File: src/rtl/ysyx_22051145_mdu_ctrl.sv
// ysyx_22051145_mdu_ctrl: multi-cycle RV64M mul/div sequencer for the EXU.
// Shared 128-bit accumulator: radix-2 shift-add multiply, restoring divide.
// Build option: define YSYX_22051145_MDU_FAST_MUL_EN for a single-cycle
// combinational multiply (IDLE->DONE); divide stays iterative.
//
// state | meaning
// IDLE  | waiting for a request, in_ready = 1
// CALC  | one shift/add or shift/subtract iteration per cycle
// DONE  | result held, out_valid = 1 until out_ready
module ysyx_22051145_mdu_ctrl #(
  parameter int XLEN = 64
) (
  input  logic            clk,
  input  logic            rst,
  input  logic            in_valid,
  output logic            in_ready,
  input  logic [3:0]      op,
  input  logic [XLEN-1:0] op1,
  input  logic [XLEN-1:0] op2,
  input  logic            flush,
  output logic            out_valid,
  input  logic            out_ready,
  output logic [XLEN-1:0] result,
  output logic            busy
);

  typedef enum logic [1:0] {IDLE, CALC, DONE} state_t;

  state_t            state_q, state_d;
  logic [6:0]        cnt_q;
  logic [3:0]        op_q;
  logic              nq_q, nr_q;
  logic [2*XLEN-1:0] acc_q, acc_nxt;
  logic [XLEN-1:0]   dvs_q, result_q;

  // Turns the final accumulator into the architectural result. W multiplies
  // leave their 32-bit product in acc[63:32] after 32 iterations.
  function automatic logic [XLEN-1:0] finalize(input logic [2*XLEN-1:0] a,
                                               input logic [3:0] o,
                                               input logic nq, input logic nr);
    logic [2*XLEN-1:0] p;
    logic [XLEN-1:0]   q, r, v;
    p = nq ? -a : a;
    q = o[3] ? {32'b0, a[31:0]} : a[63:0];
    r = a[127:64];
    v = o[1] ? (nr ? -r : r) : (nq ? -q : q);
    if (o[2])                 finalize = o[3] ? {{32{v[31]}}, v[31:0]} : v;
    else if (o[3])            finalize = {{32{a[63]}}, a[63:32]};
    else if (o[1:0] == 2'b00) finalize = p[63:0];
    else                      finalize = p[127:64];
  endfunction

  // Request decode on the live inputs (only meaningful in IDLE)
  logic            is_w, is_div, is_rem, dv_sgn, reserved, is_mul;
  logic            mul_s1, mul_s2, m1_neg, m2_neg, a_neg, b_neg;
  logic            div_zero, div_ovf, special, fast_go, go_done, fire;
  logic [XLEN-1:0] a_ext, b_ext, a_mag, b_mag, m1_mag, m2_mag, rem_dz;
  logic [XLEN-1:0] spec_res, fast_res;

  assign is_w     = op[3];
  assign is_div   = op[2];
  assign is_rem   = op[1];
  assign dv_sgn   = ~op[0];
  assign reserved = op[3] & ~op[2] & (op[1:0] != 2'b00);
  assign is_mul   = ~op[2] & (~op[3] | (op[1:0] == 2'b00));
  assign mul_s1   = (op == 4'd1) | (op == 4'd2);
  assign mul_s2   = (op == 4'd1);

  assign a_ext  = is_w ? {{32{dv_sgn & op1[31]}}, op1[31:0]} : op1;
  assign b_ext  = is_w ? {{32{dv_sgn & op2[31]}}, op2[31:0]} : op2;
  assign a_neg  = dv_sgn & a_ext[63];
  assign b_neg  = dv_sgn & b_ext[63];
  assign a_mag  = a_neg ? -a_ext : a_ext;
  assign b_mag  = b_neg ? -b_ext : b_ext;
  assign rem_dz = is_w ? {{32{op1[31]}}, op1[31:0]} : op1;

  // MULW only needs the low 32 product bits, so its operands go in unsigned
  assign m1_neg = mul_s1 & op1[63];
  assign m2_neg = mul_s2 & op2[63];
  assign m1_mag = (op == 4'd8) ? {32'b0, op1[31:0]} : (m1_neg ? -op1 : op1);
  assign m2_mag = (op == 4'd8) ? {32'b0, op2[31:0]} : (m2_neg ? -op2 : op2);

  assign div_zero = (b_ext == '0);
  assign div_ovf  = dv_sgn & (b_ext == '1) &
                    (is_w ? (op1[31:0] == 32'h8000_0000) : (op1 == {1'b1, 63'b0}));
  assign special  = reserved | (is_div & (div_zero | div_ovf));

  // Results that skip the iterative datapath
  always_comb begin
    spec_res = '0;
    if (is_div && div_zero)     spec_res = is_rem ? rem_dz : '1;
    else if (is_div && div_ovf) spec_res = is_rem ? '0 : a_ext;
  end

`ifdef YSYX_22051145_MDU_FAST_MUL_EN
  logic [2*XLEN-1:0] fast_prod;
  assign fast_prod = {{XLEN{1'b0}}, m1_mag} * {{XLEN{1'b0}}, m2_mag};
  assign fast_go   = is_mul;
  assign fast_res  = finalize((op == 4'd8) ? (fast_prod << 32) : fast_prod,
                              op, m1_neg ^ m2_neg, 1'b0);
`else
  assign fast_go  = 1'b0;
  assign fast_res = '0;
`endif

  assign go_done = special | fast_go;
  assign fire    = in_valid & in_ready & ~flush;

  // One datapath iteration: add-and-shift-right or trial-subtract-and-shift-left
  logic [XLEN:0] sum, trial;
  always_comb begin
    sum   = {1'b0, acc_q[127:64]} + {1'b0, dvs_q};
    trial = acc_q[127:63] - {1'b0, dvs_q};
    if (!op_q[2]) acc_nxt = acc_q[0] ? {sum, acc_q[63:1]} : {1'b0, acc_q[127:1]};
    else          acc_nxt = trial[64] ? {acc_q[126:0], 1'b0}
                                      : {trial[63:0], acc_q[62:0], 1'b1};
  end

  // State register
  always_ff @(posedge clk) begin
    if (rst) state_q <= IDLE;
    else     state_q <= state_d;
  end

  // Next-state logic; flush wins over everything else
  always_comb begin
    state_d = state_q;
    if (flush) state_d = IDLE;
    else begin
      case (state_q)
        IDLE:    if (fire) state_d = go_done ? DONE : CALC;
        CALC:    if (cnt_q == 7'd1) state_d = DONE;
        DONE:    if (out_ready) state_d = IDLE;
        default: state_d = IDLE;
      endcase
    end
  end

  // Handshake outputs decoded from state
  always_comb begin
    in_ready  = 1'b0;
    out_valid = 1'b0;
    busy      = 1'b1;
    case (state_q)
      IDLE:    begin in_ready = 1'b1; busy = 1'b0; end
      DONE:    out_valid = 1'b1;
      default: ;
    endcase
  end

  // Operand capture, iteration and result register
  always_ff @(posedge clk) begin
    if (rst) begin
      cnt_q    <= '0;
      op_q     <= '0;
      nq_q     <= 1'b0;
      nr_q     <= 1'b0;
      acc_q    <= '0;
      dvs_q    <= '0;
      result_q <= '0;
    end else if (!flush) begin
      case (state_q)
        IDLE: if (fire) begin
          op_q <= op;
          if (go_done) result_q <= fast_go ? fast_res : spec_res;
          else begin
            cnt_q <= is_w ? 7'd32 : 7'd64;
            if (is_div) begin
              acc_q <= is_w ? {64'b0, a_mag[31:0], 32'b0} : {64'b0, a_mag};
              dvs_q <= b_mag;
              nq_q  <= a_neg ^ b_neg;
              nr_q  <= a_neg;
            end else begin
              acc_q <= {64'b0, m2_mag};
              dvs_q <= m1_mag;
              nq_q  <= m1_neg ^ m2_neg;
              nr_q  <= 1'b0;
            end
          end
        end
        CALC: begin
          acc_q <= acc_nxt;
          cnt_q <= cnt_q - 7'd1;
          if (cnt_q == 7'd1) result_q <= finalize(acc_nxt, op_q, nq_q, nr_q);
        end
        default: ;
      endcase
    end
  end

  assign result = result_q;

endmodule

File: config.mk
export PLATFORM = sky130hd
export DESIGN_NAME = ysyx_22051145_mdu_ctrl
export DESIGN_NICKNAME = d
export VERILOG_FILES = /design/src/rtl/ysyx_22051145_mdu_ctrl.sv
export SDC_FILE = /design/constraint.sdc
export NUM_CORES = 2
export LEC_CHECK = 0
export BUFFER_PORTS_ARGS = -buffer_cell sky130_fd_sc_hd__buf_4
export CAP_MARGIN = 20
export CORE_MARGIN = 2
export CORE_UTILIZATION = 60
export DETAILED_ROUTE_END_ITERATION = 16
export GPL_TIMING_DRIVEN = 0
export PLACE_DENSITY = 0.76
export SLEW_MARGIN = 25
export SYNTH_ARGS = -nofsm -noshare
export SYNTH_HDL_FRONTEND = slang
export SYNTH_SLANG_ARGS = --single-unit
File: constraint.sdc
create_clock -name clk -period 7.2 [get_ports clk]
set_clock_uncertainty 0.2 [all_clocks]
set_input_delay 0.36 -clock clk [delete_from_list [all_inputs] [get_ports clk]]
set_output_delay 0.36 -clock clk [all_outputs]
set_load 0.02 [all_outputs]
==> summary by stage, run 1 <==
Logic synthesis
Each instance of the synthesized netlist takes up on average 6.636 sq um. Counting every instance in the synthesized netlist gives 5,597. The synthesized netlist devotes 4.656% of its cell area to adder and majority cells. The post-synthesis net count is 5,871. After synthesis, the cell types taking the most area are sky130_fd_sc_hd__dfxtp_1 (15%), sky130_fd_sc_hd__a21oi_1 (7.5%), sky130_fd_sc_hd__nor2_1 (6.5%).

The post-synthesis sequential area ratio is 14.61%. The synthesized netlist devotes 33.78% of its cell area to compound gates. sky130_fd_sc_hd__dfxtp_1 takes more of the synthesized area than any other cell.

The dominant combinational cell family by area after synthesis is compound AO/OA/AOI/OAI gates. After Yosys synthesis, and, or, nand and nor cells account for 26.83% of the synthesized area. The area fraction of the dominant cell type after synthesis is 14.61%. The total standard cell area after synthesis is 0.03714 sq mm. The share of flip-flops with an asynchronous set or reset after synthesis is 0%. Of the post-synthesis cell area, the part taken by muxes is 2.793%. Summing the areas of all xor and xnor instances in the mapped netlist gives 11.06% of the synthesized area. For this run, the leading register cell type out of synthesis is sky130_fd_sc_hd__dfxtp_1. During synthesis, Yosys emitted a total of 0 warnings. After synthesis the netlist holds a flip-flop and latch count of 271.

Yosys mapped a number of flops with a built-in enable equal to 0. The number of distinct library cell variants in the gate-level netlist after synthesis is 108.

Place
At the end of routability-driven placement, the weighted congestion stood at 1.317. The instance area at placement is 0.03949 sq mm. The instance count after placement with tap cells included is 6,549. Input and output buffers added on the ports amount to 152.

The half-perimeter wire length after placement is 180.5 mm.

Floorplan
The initial core utilization is 60.41%. The die span in y is 252.8 microns. The floorplan has 91 rows. The I/O pin count is 204. The die is 252.8 microns wide.

Run status
The run stopped with a tool error. The stage where the flow stopped is global routing (5_1_grt). The tool reported: "[ERROR GRT-0116] Global routing finished with congestion. Check the congestion regions in the DRC Viewer".

Global routing
Summed over all layers, the global routing overflow is 304. The global-route wire length before repair is 377.1 mm. The total routing usage reported by global routing is 78.14%. Entering global routing, the biggest net connects 18 pins. The via count of the first global-routing pass is 52.06k.

Clocking
The buffer depth of the longest clock path is 3. The root buffer cell chosen for the clock tree is sky130_fd_sc_hd__clkbuf_16. The CTS buffer count is 30. The depth of the CTS H-tree is 1. The sink count of the clock tree is 271.
-- synthesized netlist by cell type, types with 12 or more instances --
master                      instances
sky130_fd_sc_hd__or3_1             86
sky130_fd_sc_hd__dfxtp_1          271
sky130_fd_sc_hd__o211ai_1          94
sky130_fd_sc_hd__o221ai_1          32
sky130_fd_sc_hd__o21bai_1          30
sky130_fd_sc_hd__or2_2             22
sky130_fd_sc_hd__nand3b_1          12
sky130_fd_sc_hd__nand2b_1          45
sky130_fd_sc_hd__ha_1             135
sky130_fd_sc_hd__nor3b_1           12
sky130_fd_sc_hd__o41ai_1           21
sky130_fd_sc_hd__nand2_1          585
sky130_fd_sc_hd__a22oi_1           71
sky130_fd_sc_hd__nand3_1          119
sky130_fd_sc_hd__buf_1             26
sky130_fd_sc_hd__a21o_1            78
sky130_fd_sc_hd__nor3_1           199
sky130_fd_sc_hd__a2111oi_0         32
sky130_fd_sc_hd__o21a_1            34
sky130_fd_sc_hd__nor4_1            62
sky130_fd_sc_hd__a21boi_0          14
sky130_fd_sc_hd__and2_1            29
sky130_fd_sc_hd__a311oi_1          31
sky130_fd_sc_hd__xor2_1           201
sky130_fd_sc_hd__a211oi_1         164
sky130_fd_sc_hd__a21oi_1          555
sky130_fd_sc_hd__o22ai_1           34
sky130_fd_sc_hd__xnor2_1          268
sky130_fd_sc_hd__a211o_1           12
sky130_fd_sc_hd__o21ai_0          383
sky130_fd_sc_hd__o21ai_1           36
sky130_fd_sc_hd__buf_2             38
sky130_fd_sc_hd__nand4_1          116
sky130_fd_sc_hd__nor2b_1           23
sky130_fd_sc_hd__clkbuf_1         371
sky130_fd_sc_hd__nor2_1           639
sky130_fd_sc_hd__a31oi_1           53
sky130_fd_sc_hd__and4_1            13
sky130_fd_sc_hd__a221oi_1          70
sky130_fd_sc_hd__and3_1            41
sky130_fd_sc_hd__or4_1             33
sky130_fd_sc_hd__inv_1            146
sky130_fd_sc_hd__mux2i_1           89
sky130_fd_sc_hd__o31ai_1           57
-- routing by layer --
layer | overflow | GRT usage (%)
met1 | 2 | 80.15
met3 | 4 | 62.09
met2 | 160 | 93.67
met5 | 0 | 38.92
met4 | 138 | 74.27
-- timing repair --
item / 4_1_cts
endpoints found under the hold margin: 5
setup buffers: 6
endpoints found under the setup margin: 72
hold buffers: 7
pin swaps: 3
resized for setup: 45
-- metrics by stage --
step / worst slack (ns) / setup TNS (ns)
after CTS: 0.02020 / 0
after detailed placement: -1.345 / -44.17
after global placement: -1.364 / -50.21
after floorplan: 1.402 / 0
-- logic make-up after synthesis --
kind of cell	count (synthesis)
xor+xnor	469
flops	271
mux	102
buf+inv	595
fa+ha+maj	137
compound gates	1931
simple gates	2092
==> run 2, diff against run 1 <==
--- a/config.mk
+++ b/config.mk
@@ -8,10 +8,10 @@
 export BUFFER_PORTS_ARGS = -buffer_cell sky130_fd_sc_hd__buf_4
 export CAP_MARGIN = 20
 export CORE_MARGIN = 2
-export CORE_UTILIZATION = 60
+export CORE_UTILIZATION = 40
 export DETAILED_ROUTE_END_ITERATION = 16
 export GPL_TIMING_DRIVEN = 0
-export PLACE_DENSITY = 0.76
+export PLACE_DENSITY_LB_ADDON = 0.15
 export SLEW_MARGIN = 25
 export SYNTH_ARGS = -nofsm -noshare
 export SYNTH_HDL_FRONTEND = slang
==> run 2 against run 1 <==
The flow now finishes, with violations (hold timing, setup timing). Synthesized area did not move. Synthesized cell count stayed put.
==> summary by stage, run 2 <==
Logic synthesis
The number of enable flip-flop cells after synthesis is 0 (unchanged). The number of register bits inferred by synthesis came to 271 (unchanged). The XOR/XNOR share of the synthesized area is 11.06% (unchanged). The basic-gate share of the synthesized area counting and, or, nand and nor cells is 26.83% (unchanged).

The multiplexer fraction of the synthesized cell area is 2.793% (unchanged). By count the netlist is led by sky130_fd_sc_hd__nor2_1 (639), sky130_fd_sc_hd__nand2_1 (585), sky130_fd_sc_hd__a21oi_1 (555). In the synthesized netlist the dominant register cell turns out to be sky130_fd_sc_hd__dfxtp_1.

The fraction of the mapped netlist area in compound gates is 33.78% (unchanged). The total standard cell area after synthesis came to 0.03714 sq mm (unchanged). Ranked by total cell area, the synthesized netlist is headed by sky130_fd_sc_hd__dfxtp_1 (15%), sky130_fd_sc_hd__a21oi_1 (7.5%), sky130_fd_sc_hd__nor2_1 (6.5%). The adder-cell share of the synthesized area is 4.656% (unchanged). The cell accounting for the most synthesized area is sky130_fd_sc_hd__dfxtp_1. The share of flip-flops with an asynchronous set or reset after synthesis came to 0% (unchanged). The synthesized instance count is 5,597 (unchanged). The total number of yosys warnings is 0 (unchanged). The area fraction of the dominant cell type after synthesis is 14.61% (unchanged). The post-synthesis net count was 5,871 (unchanged). The dominant combinational cell family by area after synthesis is compound AO/OA/AOI/OAI gates. The post-synthesis sequential area ratio is 14.61% (unchanged).

The average instance area after synthesis is 6.636 sq um (unchanged). The most used standard cell by instance count after synthesis is sky130_fd_sc_hd__nor2_1. The number of distinct library cell variants in the gate-level netlist after synthesis is 108 (unchanged).

Layout
Compared with the post-synthesis result, the final layout area differs by 14.22%. The largest register by flop count is acc_q. The final cell count without fillers is 7,130. The number of filler cells placed in the layout is 9,754. The area occupied by multi-input gates is 0.03026 sq mm. Leaving out fill and tap cells, the most frequent cells in the layout are sky130_fd_sc_hd__nor2_1 (632), sky130_fd_sc_hd__nand2_1 (582), sky130_fd_sc_hd__a21oi_1 (549), sky130_fd_sc_hd__o21ai_0 (378), sky130_fd_sc_hd__clkbuf_1 (335). The number of flip-flops in the largest register is 128. Cells with a size suffix above 1 make up 10.01% of the layout. The net count of the finished layout is 6,127. Across the whole layout, storage elements account for 0.005450 sq mm. The most common cell after layout, fill and taps aside is sky130_fd_sc_hd__nor2_1.

Drt
The final wirelength is 274.7 mm. The via density per instance is 7.166. The first TritonRoute pass finished after 14 iterations. In this run the remaining antenna-violating nets after routing total 0.

For this run, design rule violations remaining after detail routing come to 0. Across all layers, the routed design uses 51.09k vias. The per-cell routed wire length is 38.53 microns. The number of DRC violations after detailed-routing iteration 0 is 8,584.

Run status
The run finished, with violations left. The checks that failed: hold timing, setup timing.

Clocking
The clock tree from TritonCTS is done. The buffer depth of the longest clock path is 3 (unchanged). The sink count of the clock tree is 271 (unchanged). The depth of the CTS H-tree is 1 (unchanged). The clock reaches the later pin of the worst-skew pair after 0.70 ns. The CTS buffer count is 30 (unchanged). The clock root buffer is sky130_fd_sc_hd__clkbuf_16. Clock-pin slew was measured on the worst setup and hold paths at 0.07 ns.

Timing
The maximum achievable frequency is 132.1 MHz. The number of pins exceeding their max-slew limit in the final report is 0. At the pin with the least slew margin, the transition time is 1.240 ns.

The final cycle utilization of the critical path is 105.1%. The routed design could run at a clock period as short as 7.570 ns. The worst setup margin is -0.3700 ns. The final count of negative-setup-slack endpoints is 30. The count of endpoints failing hold in the final timing report was 1. Measured against its own limit, the worst slew margin works out to 17.01%. Final hold analysis gives a worst-case slack of -0.01940 ns.

Critical path
The cell family contributing the most delay on the critical path is buffers and inverters. The depth of the worst register-to-register path is 19. For flop-to-flop paths, the worst setup slack is -0.37 ns. The cell repeated most along the worst path is sky130_fd_sc_hd__buf_4. For this run, the slowest stage of the critical path takes 0.52 ns.

The critical path launch point type is a flop. The beginning of the worst register-to-register path is op_q[2]. Among all stages on the critical path, the largest delay is contributed by sky130_fd_sc_hd__mux2i_2. The critical path start-end classification is reg -> reg. The critical path contains buffers and inverters numbering 13 combined.

Walking the worst path, the cells encountered are buf_4, buf_4, buf_2, buf_4, buf_4, buf_4, buf_4, buf_4, buf_4, buf_4, buf_4, buf_2, buf_4, mux2i_2, xor2_2, a22oi_1, a21oi_1, nor3_1, nor4_1. The maximum fanout encountered on the critical timing path is 10. STA puts the critical path data arrival time at 7.92 ns. The instance count on the critical path is 19. STA classifies the critical path endpoint as a flop. The endpoint of the most critical register-to-register path is result[40]. At the worst endpoint, the required time is 7.55 ns.

Global routing
The total routing usage reported by global routing is 55.12%. The number of antenna violations at the first check in global routing was 29. The via count of the first global-routing pass is 46.97k. Entering global routing, the biggest net connects 17 pins.

Summed over all layers, the global routing overflow is 0. The global-route wire length before repair is 368.9 mm.

Floorplan
After floorplanning, the core was sized to cover 0.09180 sq mm. The die area is 0.09531 sq mm. The I/O pin count is 204 (unchanged). The standard-cell row count is 111 (+22%). The die span in x is 308.7 microns (+22%). The initial core utilization was 40.46% (-20 points).

The die span in y is 308.7 microns (+22%).

Power and ir drop
Power spread over the standard cell area amounts to 154.4 mW/mm^2. The analysis attributes to cell leakage a power of 15.53 nW. The peak supply drop is 0.2056 mV. Total power for the finished layout comes to 6.549 mW.

Min path
The hold path startpoint is op1[13]. For hold timing, the worst endpoint is dvs_q[13]. The tightest min-delay check is of the in -> reg type. The cell depth of the worst hold path is 4.

Place
The half-perimeter wire length after placement is 220.4 mm (+22%). The weighted congestion reported at the end of routability-driven placement came to 1.124 (-15%). The instance count after placement with tap cells included was 7,016 (+7.1%). The count of port buffers added during placement is 152 (unchanged).

Flow run
Across the run, the number of max-cap violations was 0.
[run 2: cell counts after synthesis]
No cell type changed its count.
[run 2: worst max-delay path by stage]
stage | from | to | slack (ns)
final | op_q[2] | result[40] | -0.37
after global routing | dvs_q[47] | result[55] | -0.04
after CTS | dvs_q[49] | result[36] | -0.03
after detailed placement | op_q[2] | result[40] | -1.79
after global placement | op_q[2] | result[32] | -2.41
after floorplan | acc_q[63] | result[56] | 1.40
[run 2: metal layers]
layer	routed length, microns	GRT usage, %	up-vias
met1	90590	58.92	23780
met3	37910	21.59	1504
li1	-	-	21210
met5	481	2.376	-
met2	111200	80.94	4565
met4	34460	56.15	29
[run 2: layout make-up]
cell class,count,share of cell area (%)
clock inverter,13,0.3126
multi-input combinational,4731,71.32
timing repair buffer,227,4.038
sequential,271,12.85
inverter,149,1.321
antenna,14,0.08258
tap,1243,3.666
buffer,443,4.371
clock buffer,39,2.038
[run 2: stage by stage]
| stage | TNS (ns) | cell area, sq um | utilization (%) | setup WS (ns) |
|---|---|---|---|---|
| 2_1_floorplan | 0 | 37140 | - | 1.402 |
| 3_3_place_gp | -206.72 | 39840 | 43.39 | -2.410 |
| 3_5_place_dp | -106.70 | 40240 | 43.84 | -1.788 |
| 4_1_cts | -0.02718 | 41890 | 45.64 | -0.02718 |
| 5_1_grt | -0.04063 | 42390 | 46.18 | -0.04057 |
| 6_report | -4.303 | 42420 | 46.21 | -0.3700 |
[run 2: cell families (layout without fill, tap and decap cells)]
group	count (synthesis)	count (layout)
compound gates	1931	1931
xor+xnor	469	469
fa+ha+maj	137	137
buf+inv	595	871
flops	271	271
mux	102	102
other cells	0	14
simple gates	2092	2092
[run 2: tightest hold or removal path, stage by stage]
cell	delay, ns
sky130_fd_sc_hd__buf_4	0.14
sky130_fd_sc_hd__xor2_1	0.07
sky130_fd_sc_hd__o211ai_1	0.19
sky130_fd_sc_hd__a21oi_1	0.08
[run 2: where the power goes]
part	switching, mW	leakage [nW]	internal [mW]
clock	0.767	0.483	0.881
combinational	2.36	12.8	0.863
sequential	0.121	2.21	1.56
[run 2: repair_timing]
action,CTS,global route
pin swaps,14,15
endpoints found under the setup margin,90,144
gates resized for setup,97,78
hold buffers,12,0
endpoints found under the hold margin,10,0
buffers inserted,22,12
(Power assumes the default switching activity.)
